--- src/rtl/lsu_mem_if.sv ---
// Data-memory request/response bus between the load/store unit (master) and memory (slave).
interface lsu_mem_if #(
    parameter int unsigned ADDR_W = 32
);
    logic              mem_req;
    logic              mem_we;
    logic [ADDR_W-1:0] mem_addr;
    logic [31:0]       mem_wdata;
    logic [3:0]        mem_wmask;
    logic              mem_ready;
    logic              mem_rvalid;
    logic [31:0]       mem_rdata;

    modport master (
        output mem_req, mem_we, mem_addr, mem_wdata, mem_wmask,
        input  mem_ready, mem_rvalid, mem_rdata
    );

    modport slave (
        input  mem_req, mem_we, mem_addr, mem_wdata, mem_wmask,
        output mem_ready, mem_rvalid, mem_rdata
    );
endinterface

--- src/rtl/lsu_mem_ctrl.sv ---
// Load/store unit: stalls the core while a multi-cycle data-memory access runs, then retires it.
// Define MISALIGN_TRAP_EN to trap misaligned half/word accesses instead of truncating them.
module lsu_mem_ctrl #(
    parameter int unsigned ADDR_W  = 32,
    parameter int unsigned TIMEOUT = 16
) (
    input  logic              clk,
    input  logic              rst,
    input  logic              Load,
    input  logic              Store,
    input  logic [2:0]        fun3,
    input  logic [ADDR_W-1:0] addr,
    input  logic [31:0]       store_data,
    output logic              stall,
    output logic [31:0]       load_data,
    output logic              done,
    output logic              bus_err,
    lsu_mem_if.master         mem
);

    typedef enum logic [1:0] {StIdle, StReq, StWait, StDone} state_e;

    state_e            state_q, state_d;
    logic              is_load_q, is_load_d;
    logic [2:0]        fun3_q, fun3_d;
    logic [ADDR_W-1:0] addr_q, addr_d;
    logic [31:0]       wdata_q, wdata_d;
    logic [3:0]        wmask_q, wmask_d;
    logic [7:0]        cnt_q, cnt_d;
    logic [31:0]       ld_q, ld_d;
    logic              err_q, err_d;

    // Size decode: 00 byte, 01 half, anything else is a word access.
    logic       in_byte, in_half;
    logic [3:0] in_wmask;
    logic [31:0] in_wdata;

    always_comb begin
        in_byte = (fun3[1:0] == 2'b00);
        in_half = (fun3[1:0] == 2'b01);
        if (in_byte) begin
            in_wmask = 4'b0001 << addr[1:0];
            in_wdata = {4{store_data[7:0]}};
        end else if (in_half) begin
            in_wmask = addr[1] ? 4'b1100 : 4'b0011;
            in_wdata = {2{store_data[15:0]}};
        end else begin
            in_wmask = 4'b1111;
            in_wdata = store_data;
        end
    end

`ifdef MISALIGN_TRAP_EN
    logic misalign;
    assign misalign = (in_half & addr[0]) | (~in_byte & ~in_half & (addr[1:0] != 2'b00));
`endif

    // Lane extraction and sign/zero extension of the returned word.
    logic [7:0]  rd_byte;
    logic [15:0] rd_half;
    logic [31:0] rd_ext;

    always_comb begin
        unique case (addr_q[1:0])
            2'b00:   rd_byte = mem.mem_rdata[7:0];
            2'b01:   rd_byte = mem.mem_rdata[15:8];
            2'b10:   rd_byte = mem.mem_rdata[23:16];
            default: rd_byte = mem.mem_rdata[31:24];
        endcase
        rd_half = addr_q[1] ? mem.mem_rdata[31:16] : mem.mem_rdata[15:0];
        if (fun3_q[1:0] == 2'b00) begin
            rd_ext = fun3_q[2] ? {24'd0, rd_byte} : {{24{rd_byte[7]}}, rd_byte};
        end else if (fun3_q[1:0] == 2'b01) begin
            rd_ext = fun3_q[2] ? {16'd0, rd_half} : {{16{rd_half[15]}}, rd_half};
        end else begin
            rd_ext = mem.mem_rdata;
        end
    end

    always_ff @(posedge clk) begin
        if (rst) begin
            state_q   <= StIdle;
            is_load_q <= 1'b0;
            fun3_q    <= 3'd0;
            addr_q    <= '0;
            wdata_q   <= 32'd0;
            wmask_q   <= 4'd0;
            cnt_q     <= 8'd0;
            ld_q      <= 32'd0;
            err_q     <= 1'b0;
        end else begin
            state_q   <= state_d;
            is_load_q <= is_load_d;
            fun3_q    <= fun3_d;
            addr_q    <= addr_d;
            wdata_q   <= wdata_d;
            wmask_q   <= wmask_d;
            cnt_q     <= cnt_d;
            ld_q      <= ld_d;
            err_q     <= err_d;
        end
    end

    always_comb begin
        state_d   = state_q;
        is_load_d = is_load_q;
        fun3_d    = fun3_q;
        addr_d    = addr_q;
        wdata_d   = wdata_q;
        wmask_d   = wmask_q;
        cnt_d     = cnt_q;
        ld_d      = ld_q;
        err_d     = err_q;
        unique case (state_q)
            StIdle: begin
                if (Load | Store) begin
                    is_load_d = Load;
                    fun3_d    = fun3;
                    addr_d    = addr;
                    wdata_d   = in_wdata;
                    wmask_d   = in_wmask;
                    ld_d      = 32'd0;
                    err_d     = 1'b0;
                    state_d   = StReq;
`ifdef MISALIGN_TRAP_EN
                    if (misalign) begin
                        err_d   = 1'b1;
                        state_d = StDone;
                    end
`endif
                end
            end
            StReq: begin
                if (mem.mem_ready) begin
                    cnt_d   = 8'd0;
                    state_d = is_load_q ? StWait : StDone;
                end
            end
            StWait: begin
                if (mem.mem_rvalid) begin
                    ld_d    = rd_ext;
                    state_d = StDone;
                end else if (cnt_q == 8'(TIMEOUT - 1)) begin
                    ld_d    = 32'd0;
                    err_d   = 1'b1;
                    state_d = StDone;
                end else begin
                    cnt_d = cnt_q + 8'd1;
                end
            end
            StDone: state_d = StIdle;
            default: state_d = StIdle;
        endcase
    end

    always_comb begin
        stall         = 1'b0;
        done          = 1'b0;
        bus_err       = 1'b0;
        load_data     = 32'd0;
        mem.mem_req   = 1'b0;
        mem.mem_we    = 1'b0;
        mem.mem_addr  = '0;
        mem.mem_wdata = 32'd0;
        mem.mem_wmask = 4'd0;
        unique case (state_q)
            StIdle: stall = Load | Store;
            StReq: begin
                stall         = 1'b1;
                mem.mem_req   = 1'b1;
                mem.mem_we    = ~is_load_q;
                mem.mem_addr  = {addr_q[ADDR_W-1:2], 2'b00};
                mem.mem_wdata = is_load_q ? 32'd0 : wdata_q;
                mem.mem_wmask = is_load_q ? 4'd0 : wmask_q;
            end
            StWait: stall = 1'b1;
            StDone: begin
                done      = 1'b1;
                bus_err   = err_q;
                load_data = ld_q;
            end
            default: stall = 1'b0;
        endcase
    end

endmodule

--- src/flat_wrapper.sv ---
// flat-port wrapper written by rule: the top's interface ports become plain ports
module lsu_mem_ctrl_flat 
#(
    parameter int unsigned ADDR_W  = 32,
    parameter int unsigned TIMEOUT = 16
)
  (clk, rst, Load, Store, fun3, addr, store_data, stall, load_data, done, bus_err, mem_mem_req, mem_mem_we, mem_mem_addr, mem_mem_wdata, mem_mem_wmask, mem_mem_ready, mem_mem_rvalid, mem_mem_rdata);
  lsu_mem_if #(.ADDR_W(ADDR_W)) mem_i ();
  input  logic clk;
  input  logic rst;
  input  logic Load;
  input  logic Store;
  input  logic [2:0] fun3;
  input  logic [ADDR_W-1:0] addr;
  input  logic [31:0] store_data;
  output logic stall;
  output logic [31:0] load_data;
  output logic done;
  output logic bus_err;
  output wire logic [$bits(mem_i.mem_req)-1:0] mem_mem_req;
  output wire logic [$bits(mem_i.mem_we)-1:0] mem_mem_we;
  output wire logic [$bits(mem_i.mem_addr)-1:0] mem_mem_addr;
  output wire logic [$bits(mem_i.mem_wdata)-1:0] mem_mem_wdata;
  output wire logic [$bits(mem_i.mem_wmask)-1:0] mem_mem_wmask;
  input wire logic [$bits(mem_i.mem_ready)-1:0] mem_mem_ready;
  input wire logic [$bits(mem_i.mem_rvalid)-1:0] mem_mem_rvalid;
  input wire logic [$bits(mem_i.mem_rdata)-1:0] mem_mem_rdata;
  assign mem_mem_req = mem_i.mem_req;
  assign mem_mem_we = mem_i.mem_we;
  assign mem_mem_addr = mem_i.mem_addr;
  assign mem_mem_wdata = mem_i.mem_wdata;
  assign mem_mem_wmask = mem_i.mem_wmask;
  assign mem_i.mem_ready = mem_mem_ready;
  assign mem_i.mem_rvalid = mem_mem_rvalid;
  assign mem_i.mem_rdata = mem_mem_rdata;
  lsu_mem_ctrl #(.ADDR_W(ADDR_W), .TIMEOUT(TIMEOUT)) u_core (.clk(clk), .rst(rst), .Load(Load), .Store(Store), .fun3(fun3), .addr(addr), .store_data(store_data), .stall(stall), .load_data(load_data), .done(done), .bus_err(bus_err), .mem(mem_i));
endmodule
--- config.mk ---
export PLATFORM = sky130hd
export DESIGN_NAME = lsu_mem_ctrl_flat
export DESIGN_NICKNAME = d
export VERILOG_FILES = /design/src/rtl/lsu_mem_if.sv /design/src/rtl/lsu_mem_ctrl.sv /design/src/flat_wrapper.sv
export SDC_FILE = /design/constraint.sdc
export NUM_CORES = 1
export LEC_CHECK = 0
export ABC_AREA = 1
export CAP_MARGIN = 25
export CORE_UTILIZATION = 42
export CTS_CLUSTER_DIAMETER = 80
export DETAILED_ROUTE_END_ITERATION = 6
export GPL_ROUTABILITY_DRIVEN = 0
export GPL_TIMING_DRIVEN = 1
export PLACE_DENSITY = 0.78
export RECOVER_POWER = 100
export SETUP_SLACK_MARGIN = 0.5
export SLEW_MARGIN = 15
export SYNTH_ARGS = -nofsm -noshare
export SYNTH_HDL_FRONTEND = slang
export SYNTH_SLANG_ARGS = --single-unit
--- constraint.sdc ---
create_clock -name clk -period 1.6 [get_ports clk]
set_input_delay 0.32 -clock clk [delete_from_list [all_inputs] [get_ports clk]]
set_output_delay 0.32 -clock clk [all_outputs]
set_load 0.01 [all_outputs]
==> results.cfg <==
[clocking]
htree_levels = 4
path_clk_slew_ns = 0.07
clockRootBuffer = clkbuf_16
clockBufferDepth = 2
cts_sinks = 115
numCtsBuffers = 17
cts_hold_buf = 0
cts_tree = done
insertion_delay_ns = 0.45

[layout]
n_fill_cell = 557
layout-drive-gt1-share = 0.489
antenna_cells = 0
area_growth_syn_to_layout_pct = 99.6
post-route-util = 0.868
nets = 1383
post-route-cell-area_sq_um = 12100
stdcell_count = 1466

[global_routing]
grt_max_degree = 57
grt_overflow = 0
antenna_found_initial = 0
track_usage = 0.322
grt_pass1_wl_microns = 37100
first_global_vias = 7407

[timing]
fin_hold_ws_ns = 0.388
setup_viol = 218
skew_ns = 0.0122
hold_viol = 0
setup_ws_ns = -0.703
relSlewSlack = 0.390
finalCritPeriodShare = 1.44
fin_crit_ns = 2.30
clock.fmax_mhz = 434
tightest_slew_ns = 0.911
rsz0062_at_grt = true
slew_viol_final = 0

[routing]
num_vias = 9049
drc = 66
drtIter0Drc = 1601
finalWirelength_microns = 34300
first_pass_iters = 7
drtAntennaViolNets = 0
detail_route.wl_per_cell_microns = 23.4
avgViaCountPerCell = 6.17

[power_and_ir_drop]
ir_drop_mv = 1.04
leakagePower_nw = 5.73
power_per_cell_area_nw_per_um2 = 1760

[worst_setup_path]
slowest_delay_ns = 0.68
critical_path_class = reg -> reg
crit_slowest_cell = nor2_1
arrival_ns = 2.68
critical_path_required_ns = 1.98
cp_max_fo = 8
cp.buffers_inverters = 4
cp_top_family = simple AND/OR/NAND/NOR gates
path_cells = inv_4 > ha_4 > inv_4 > buf_4 > nor2_1 > nor2_4 > nand2_4 > buf_4 > nand2_1 > a21oi_2
worstSetupEndpointType = flip-flop
critPathLaunchType = flip-flop

[floorplan]
rows = 43
chipWidth_microns = 122
fp.dieH_microns = 122
io_pins = 210
coreArea_sq_um = 14000
start_util = 0.435
die-area_sq_um = 15000

[synthesis]
ys_warn_count = 0
ys_seq_elements = 115
synthDistinctLibCells = 36
syn_inst = 957
syn_area_sq_um = 6080
yosys.area.top_type_share = 0.378
avgSynthCellArea_sq_um = 6.36
yosys-top-cells-area = dfxtp_1 (38%), nand2_1 (13%), nor2_1 (9.6%)
synth_edf_count = 0
async_flop_share = 0
ys.flop_type = dfxtp_1
ys_seq_area_frac = 0.378
synth_largest_area_cell = dfxtp_1

[placed_design]
io_buffers = 207
place_area_sq_um = 9020
placed_cells = 1339
place_ws_ns = -0.475
place_hpwl_microns = 13700

[status]
status = finished with violations
violations = DRC, setup timing

[worst_hold_path]
hold_class = in -> reg

[job]
drv_cap = 0
what timing repair did:
item                                    4_1_cts  5_1_grt
gates cloned                                 14       14
endpoints found under the hold margin         0        0
resized for setup                           573      378
pin swaps                                    30       79
endpoints found under the setup margin      218      218
setup buffers                                39       28
sequential cells by signal, summed over array words and instances, names as in the netlist:
| register | cells |
|---|---|
| u_core.fun3_q | 3 |
| u_core.wmask_q | 4 |
| u_core.err_q | 1 |
| u_core.addr_q | 32 |
| u_core.wdata_q | 32 |
| u_core.ld_q | 32 |
| u_core.state_q | 2 |
| u_core.cnt_q | 8 |
| u_core.is_load_q | 1 |
worst paths after layout:
| path | start | endpoint | slack [ns] | cells after the start |
|---|---|---|---|---|
| worst min register to register | u_core.wdata_q[3] | u_core.wdata_q[3] | 0.49 | 2 |
| worst min-delay path | rst | u_core.wdata_q[18] | 0.39 | 3 |
| worst max-delay path | u_core.state_q[1] | u_core.cnt_q[6] | -0.70 | 10 |
| worst max register to register | u_core.state_q[1] | u_core.cnt_q[6] | -0.70 | 10 |
synth_stat cells, types with 2 or more instances:
library cell / n
nor3_1: 2
o31ai_1: 2
nand2_2: 4
a31oi_1: 18
nand3_2: 4
nor2_4: 2
a221oi_1: 8
o21a_1: 4
nor3b_1: 2
o21ai_0: 71
nand2_4: 2
clkbuf_1: 30
nand3_1: 45
or2_1: 2
buf_2: 20
inv_1: 134
ha_1: 5
buf_4: 5
nand2_1: 206
nor2_2: 3
nor2_1: 155
a21oi_1: 82
nand4_1: 2
o211ai_1: 8
inv_2: 9
o21ai_1: 6
buf_6: 3
dfxtp_1: 115
stage by stage:
stage,power (W),setup TNS (ns)
floorplan,0.00873,0
detailed placement,0.0107,-57.33
CTS,0.0168,-38.46
finish,0.0214,-75.11
global route,0.0219,-78.75
global placement,0.0106,-52.79
worst reg2reg max path: stages (launching register included):
cell	delay (ns)
dfxtp_4	0.37
inv_4	0.10
ha_4	0.19
inv_4	0.05
buf_4	0.12
nor2_1	0.68
nor2_4	0.14
nand2_4	0.21
buf_4	0.15
nand2_1	0.07
a21oi_2	0.15
cell usage in the layout, fill, tap and decap left out, types with 38 or more instances in the layout:
| cell | count |
|---|---|
| a21oi_2 | 40 |
| dfxtp_1 | 112 |
| a21oi_1 | 42 |
| buf_6 | 113 |
| clkdlybuf4s50_1 | 103 |
| inv_2 | 47 |
| nor2_4 | 50 |
| inv_1 | 87 |
| nand2_2 | 54 |
| buf_4 | 54 |
| nand3_1 | 43 |
| nand2_1 | 115 |
| nand2_4 | 40 |
| o21ai_2 | 38 |
| nor2_1 | 85 |
metal layers:
metal  track usage  vias up  wire, microns
met5             0        -             15
met4         0.180        2           3300
met3        0.0888      361           4030
met2         0.525      830          15300
met1         0.379     4191          11700
li1              -     3665              -
logic make-up after synthesis:
family | synth area share
adders and majority gates | 0.0103
xor gates and xnor gates | 0.00288
other | 0.000616
buffers and inverters | 0.136
and+or+nand+nor | 0.289
AOI/OAI and AO/OA | 0.183
DFF | 0.378
area by class of cell:
cell class / count / area, sq um / area share
multi-input combinational: 642 / 4420 / 0.364
clock inverter: 14 / 131 / 0.0108
inverter: 144 / 576 / 0.0474
tap: 180 / 225 / 0.0185
timing repair buffer: 352 / 4040 / 0.332
sequential: 115 / 2310 / 0.190
timing repair inverter: 1 / 8.76 / 0.000721
clock buffer: 18 / 439 / 0.0362
report_power, final:
group	switching [W]	internal, W	total [W]
Clock	0.00162	0.00218	0.00380
Combinational	0.00703	0.00620	0.0132
Sequential	0.000747	0.00365	0.00439
Note: power is estimated with default switching activity, not from simulation.
==> edit 1 (same settings) <==
Register the output `bus_err`, cleared by the reset; this adds one clock of latency there. The other outputs are not delayed to match.
--- a/src/rtl/lsu_mem_ctrl.sv
+++ b/src/rtl/lsu_mem_ctrl.sv
@@ -21,2 +21,4 @@
     typedef enum logic [1:0] {StIdle, StReq, StWait, StDone} state_e;
+
+    logic bus_err_d;
 
@@ -158,3 +160,3 @@
         done          = 1'b0;
-        bus_err       = 1'b0;
+        bus_err_d     = 1'b0;
         load_data     = 32'd0;
@@ -178,3 +180,3 @@
                 done      = 1'b1;
-                bus_err   = err_q;
+                bus_err_d = err_q;
                 load_data = ld_q;
@@ -185,2 +187,10 @@
 
+    always_ff @(posedge clk) begin
+        if (rst) begin
+            bus_err <= '0;
+        end else begin
+            bus_err <= bus_err_d;
+        end
+    end
+
 endmodule
Behaviour: same outputs for any inputs over 10 cycles, from zero or initial values and one cycle with rst high; that may be too few to reach the edited logic, so the function may still have changed.
==> edit 1 against the original RTL <==
- the run ends with setup timing left
- area after synthesis up 2.1%
- power fell by 4.9%
- highest routed layer is now met4
- cell count rose by 0.20%
- sequential cell count up 1
- synthesized cell count is 2.0% higher
- cell area is 3.6% lower
- wire length is 18% lower
- setup slack improved by 0.33 ns
==> edit 1: results (changes against the original RTL) <==
drt_iter0_drc: 804  # -50%
fin_skew_ns: 0.01085  # -0.001382 ns
fin_ws_ns: -0.3714  # +0.3317 ns
clk_latency_ns: 0.42  # -0.03 ns
wl_per_cell_um: 19.08  # -19%
violations: "setup timing"
startpoint: "u_core.state_q[1]"
antenna_found_initial: 0  # unchanged
viasPerCell: 5.583  # -9.5%
n_clock_buffer: 22  # +4
cts_made_buffers: 17  # unchanged
finalSetupViolCount: 204  # -6.4%
whs_path_depth: 3  # unchanged
first_pass_iters: 6  # -1
h-tree-depth: 4  # unchanged
nMultiInputCombCells: 665  # +3.6%
nets: 1382  # -0.072%
yosysUniqueCellTypes: 38  # +5.6%
multi_input_area_share_pct: 35.73  # -0.66 points
tap_cells: 184  # +2.2%
path_max_fanout: 4  # -4
ys_async_sr_fraction_pct: 0  # unchanged
worst_pin_slew_ns: 0.5214  # -0.3897 ns
synth-seq-cells: 116  # +0.87%
clk_share_pct: 5.545  # +0.85 points
seq_area_share_pct: 19.90  # +0.87 points
grt_first_pass_wirelength_um: 34240  # -7.7%
p_leak_nw: 5.461  # -4.8%
ys_seq_area_share_pct: 37.39  # -0.45 points
buffers: 334  # -5.1%
vdd_drop_max_mv: 1.134  # +8.7%
grt_pass1_vias: 6934  # -6.4%
yosys-top-cells-count: "nand2_1 (225), nor2_1 (161), inv_1 (127)"
synth_area_leaders: "dfxtp_1 (37%), nand2_1 (14%), nor2_1 (9.7%)"
crit_end: "mem_mem_wdata[12]"
worstPathArrival_ns: 1.65  # -1.03 ns
nNonClkInverters: 138  # -4.8%
placed_cell_area_um2: 9050  # +0.36%
r2r-end: "u_core.wmask_q[3]"
dp_hpwl_um: 13520  # -1.2%
pre_cts_slack_ns: -0.4848  # -0.009674 ns
port_buffers: 207  # unchanged
grt_use_total_pct: 29.21  # -2.9 points
holdPathEnd: "u_core.wdata_q[21]"
remaining_drc_errors: 0  # -100%
drv_slew: 0  # unchanged
grt_max_degree: 46  # -19%
rrSetupSlack_ns: -0.27  # +0.43 ns
status: "finished with violations"
drive_gt1_share_pct: 40.97  # -7.9 points
worstHoldStart: "rst"
num_antenna_cells: 1  # +1
fill_cells: 823  # +48%
buf_share_pct: 31.99  # -1.2 points
-- edit 1: changes by cell type after synthesis, sizes merged, moves of 6 or more --
cell | before | now
nor2 | 160 | 167
a21oi | 83 | 67
o21ai | 78 | 85
inv | 143 | 134
o211ai | 8 | 2
nand2 | 212 | 233
nand3 | 49 | 60
-- edit 1: routing by layer --
layer  vias to the layer above  share of wire [%]  track usage, %
met1                      3850                 37           35.58
met4                         0                5.7           16.27
li1                       3677                  -               -
met2                       532                 48           49.06
met3                       143                8.5           4.533
met5                         -                  0               0
-- edit 1: kinds of logic after synthesis --
| family | synth area share [%] |
|---|---|
| fa+ha+maj | 1.007 |
| simple gates | 31.37 |
| other cells | 0.06038 |
| xor+xnor | 0.2821 |
| compound gates | 16.64 |
| flops | 37.39 |
| buf+inv | 13.26 |
-- edit 1: repair_timing --
action	4_1_cts	5_1_grt
gates resized for setup	558	293
setup endpoints to repair	218	219
pin swaps	20	63
gates cloned	12	18
buffers inserted	24	21
-- edit 1: per-stage QoR --
stage	cells	setup TNS, ns	hold slack [ns]	util, %	power, mW
CTS	1429	-32.44	0.3821	71.06	16.90
floorplan	977	0	0.4097	-	8.529
global placement	1362	-32.22	0.4189	62.50	10.55
finish	1469	-41.55	0.4192	80.88	20.37
detailed placement	1362	-36.93	0.4290	62.50	10.65
global route	1468	-49.40	0.4322	80.86	21.14
-- edit 1: where the power goes --
group          internal (mW)  total (mW)  switching [mW]  leakage, nW
Sequential              3.66        4.25           0.585        0.955
Combinational           5.61        11.9            6.26         4.19
Clock                   2.87        4.26            1.39        0.312
-- edit 1: worst max-delay path, cell delays in order, from the launching register on --
cell and delay, ns:
dfxtp_4 0.35, inv_4 0.07, ha_4 0.17, buf_8 0.15
nand2_8 0.10, buf_6 0.19, nor2_4 0.10, buf_6 0.11
==> edit 2 (same settings) <==
Made on the original files. `ADDR_W` is set to 32 in 3 places; all go to 48.
--- a/src/rtl/lsu_mem_if.sv
+++ b/src/rtl/lsu_mem_if.sv
@@ -2,3 +2,3 @@
 interface lsu_mem_if #(
-    parameter int unsigned ADDR_W = 32
+    parameter int unsigned ADDR_W = 48
 );
--- a/src/rtl/lsu_mem_ctrl.sv
+++ b/src/rtl/lsu_mem_ctrl.sv
@@ -3,3 +3,3 @@
 module lsu_mem_ctrl #(
-    parameter int unsigned ADDR_W  = 32,
+    parameter int unsigned ADDR_W  = 48,
     parameter int unsigned TIMEOUT = 16
--- a/src/flat_wrapper.sv
+++ b/src/flat_wrapper.sv
@@ -3,3 +3,3 @@
 #(
-    parameter int unsigned ADDR_W  = 32,
+    parameter int unsigned ADDR_W  = 48,
     parameter int unsigned TIMEOUT = 16
Ports: changed (resized addr and mem_mem_addr); port bits go from 210 to 242. The function was not compared with the original's and may differ.
==> edit 2 against the original RTL <==
- the flow still finishes with violations (DRC, setup timing)
- sequential share of layout area is 0.87 points lower
- first-iteration DRC count is 14% lower
- synthesized cell count is 14% higher
- wire length is 21% higher
- combinational power is 33% higher
- sequential cell count is 16 higher
- critical endpoint is now u_core.addr_q[4]
- cell area is 19% higher
- area after synthesis is 17% higher
- setup slack better by 0.12 ns
- power is 25% higher
==> edit 2: results (changes against the original RTL) <==
status: "finished with violations"
violations: "DRC, setup timing"
dpl.cell_count: 1528  # +14%
r2r-end: "u_core.addr_q[4]"
yosys-top-cells-count: "nand2_1 (225), nor2_1 (215), inv_1 (144)"
grtUsageMet1_pct: 39.33  # +1.4 points
fin_ws_ns: -0.5867  # +0.1164 ns
finalSetupViolCount: 250  # +15%
grt_use_met2_pct: 58.74  # +6.2 points
wl_per_cell_um: 24.54  # +4.9%
grt_max_degree: 40  # -30%
p_leak_nw: 7.061  # +23%
nets: 1579  # +14%
top_regs: "u_core.addr_q: 48 flops, u_core.ld_q: 32 flops, u_core.wdata_q: 32 flops"
holdWs_ns: 0.3177  # -0.07065 ns
clk-power_mw: 4.26  # +12%
rr_worst_depth: 14  # +4
ys_seq_area_share_pct: 36.76  # -1.1 points
port_buffers: 239  # +15%
drt_iter0_drc: 1372  # -14%
cpMaxStageDelayCell: "dfxtp_4"
remaining_drc_errors: 59  # -11%
globalRouteMet3Util_pct: 7.997  # -0.88 points
routed_wl_um: 41380  # +21%
path_max_fanout: 7  # -1
synthAdderAreaFrac_pct: 0.8769  # -0.15 points
grt_first_pass_wirelength_um: 47530  # +28%
synth_cells: 1092  # +14%
yosysUniqueCellTypes: 41  # +14%
synth_compound_area_share_pct: 14.64  # -3.7 points
wl_met2_um: 19130  # +25%
dp_hpwl_um: 15310  # +12%
synth_xor_area_share_pct: 0.2455  # -0.042 points
holdPathEnd: "u_core.wdata_q[4]"
wl_met3_um: 4433  # +10%
drt-met1-wl_um: 13690  # +17%
grt_pass1_vias: 9203  # +24%
vdd_drop_max_mv: 1.366  # +31%
comb_cell_power_mw: 17.5  # +33%
==> edit 2: changes by cell type in the layout (fill, tap and decap cells not counted), sizes merged, moves of 6 or more <==
cell	change
a21oi	-24
o211ai	-7
nand2	+22
dfxtp	+16
a31oi	-6
buf	+42
nand3	+36
inv	+14
clkdlybuf4s50	+16
nor2	+71
==> edit 2: area by class of cell <==
cell class	instances	area (µm²)
multi-input cells	740	5304
repair buffers	408	5050
flip-flops and latches	131	2633
fillers	643	2083
inverters	155	616.8
clock buffers	17	425.4
well taps	220	275.3
clock inverters	15	196.4
==> edit 2: critical path: cells and delay by family (launching register included) <==
family	cells	cell delay, ns
AO/OA/AOI/OAI	1	0.07
buffers and inverters	10	1.13
flip-flops	1	0.39
adder cells (fa/ha/maj)	1	0.17
AND/OR/NAND/NOR	2	0.32
==> edit 2: what timing repair did <==
action	4_1_cts	5_1_grt
cloned	27	4
setup endpoints to repair	250	250
setup buffers	67	28
resized for setup	770	394
pin swaps	55	82
==> edit 2: how the worst max path moves through the flow <==
stage                                 start                 to  slack [ns]  cells after the start
final                     u_core.state_q[1]   u_core.addr_q[4]       -0.59                     14
after global routing      u_core.state_q[1]   u_core.addr_q[4]       -0.69                     14
after CTS                 u_core.state_q[1]  mem_mem_wdata[23]       -0.49                      8
after detailed placement               Load              stall       -0.60                      8
after global placement                 Load              stall       -0.59                      8
after floorplan           u_core.state_q[1]   mem_mem_addr[10]        0.22                      6
==> edit 2: per-stage QoR <==
stage / TNS [ns] / power, mW
floorplan: 0 / 10.15
global placement: -67.90 / 12.29
finish: -103.27 / 26.85
detailed placement: -71.89 / 12.48
global route: -110.35 / 27.48
CTS: -72.05 / 22.15
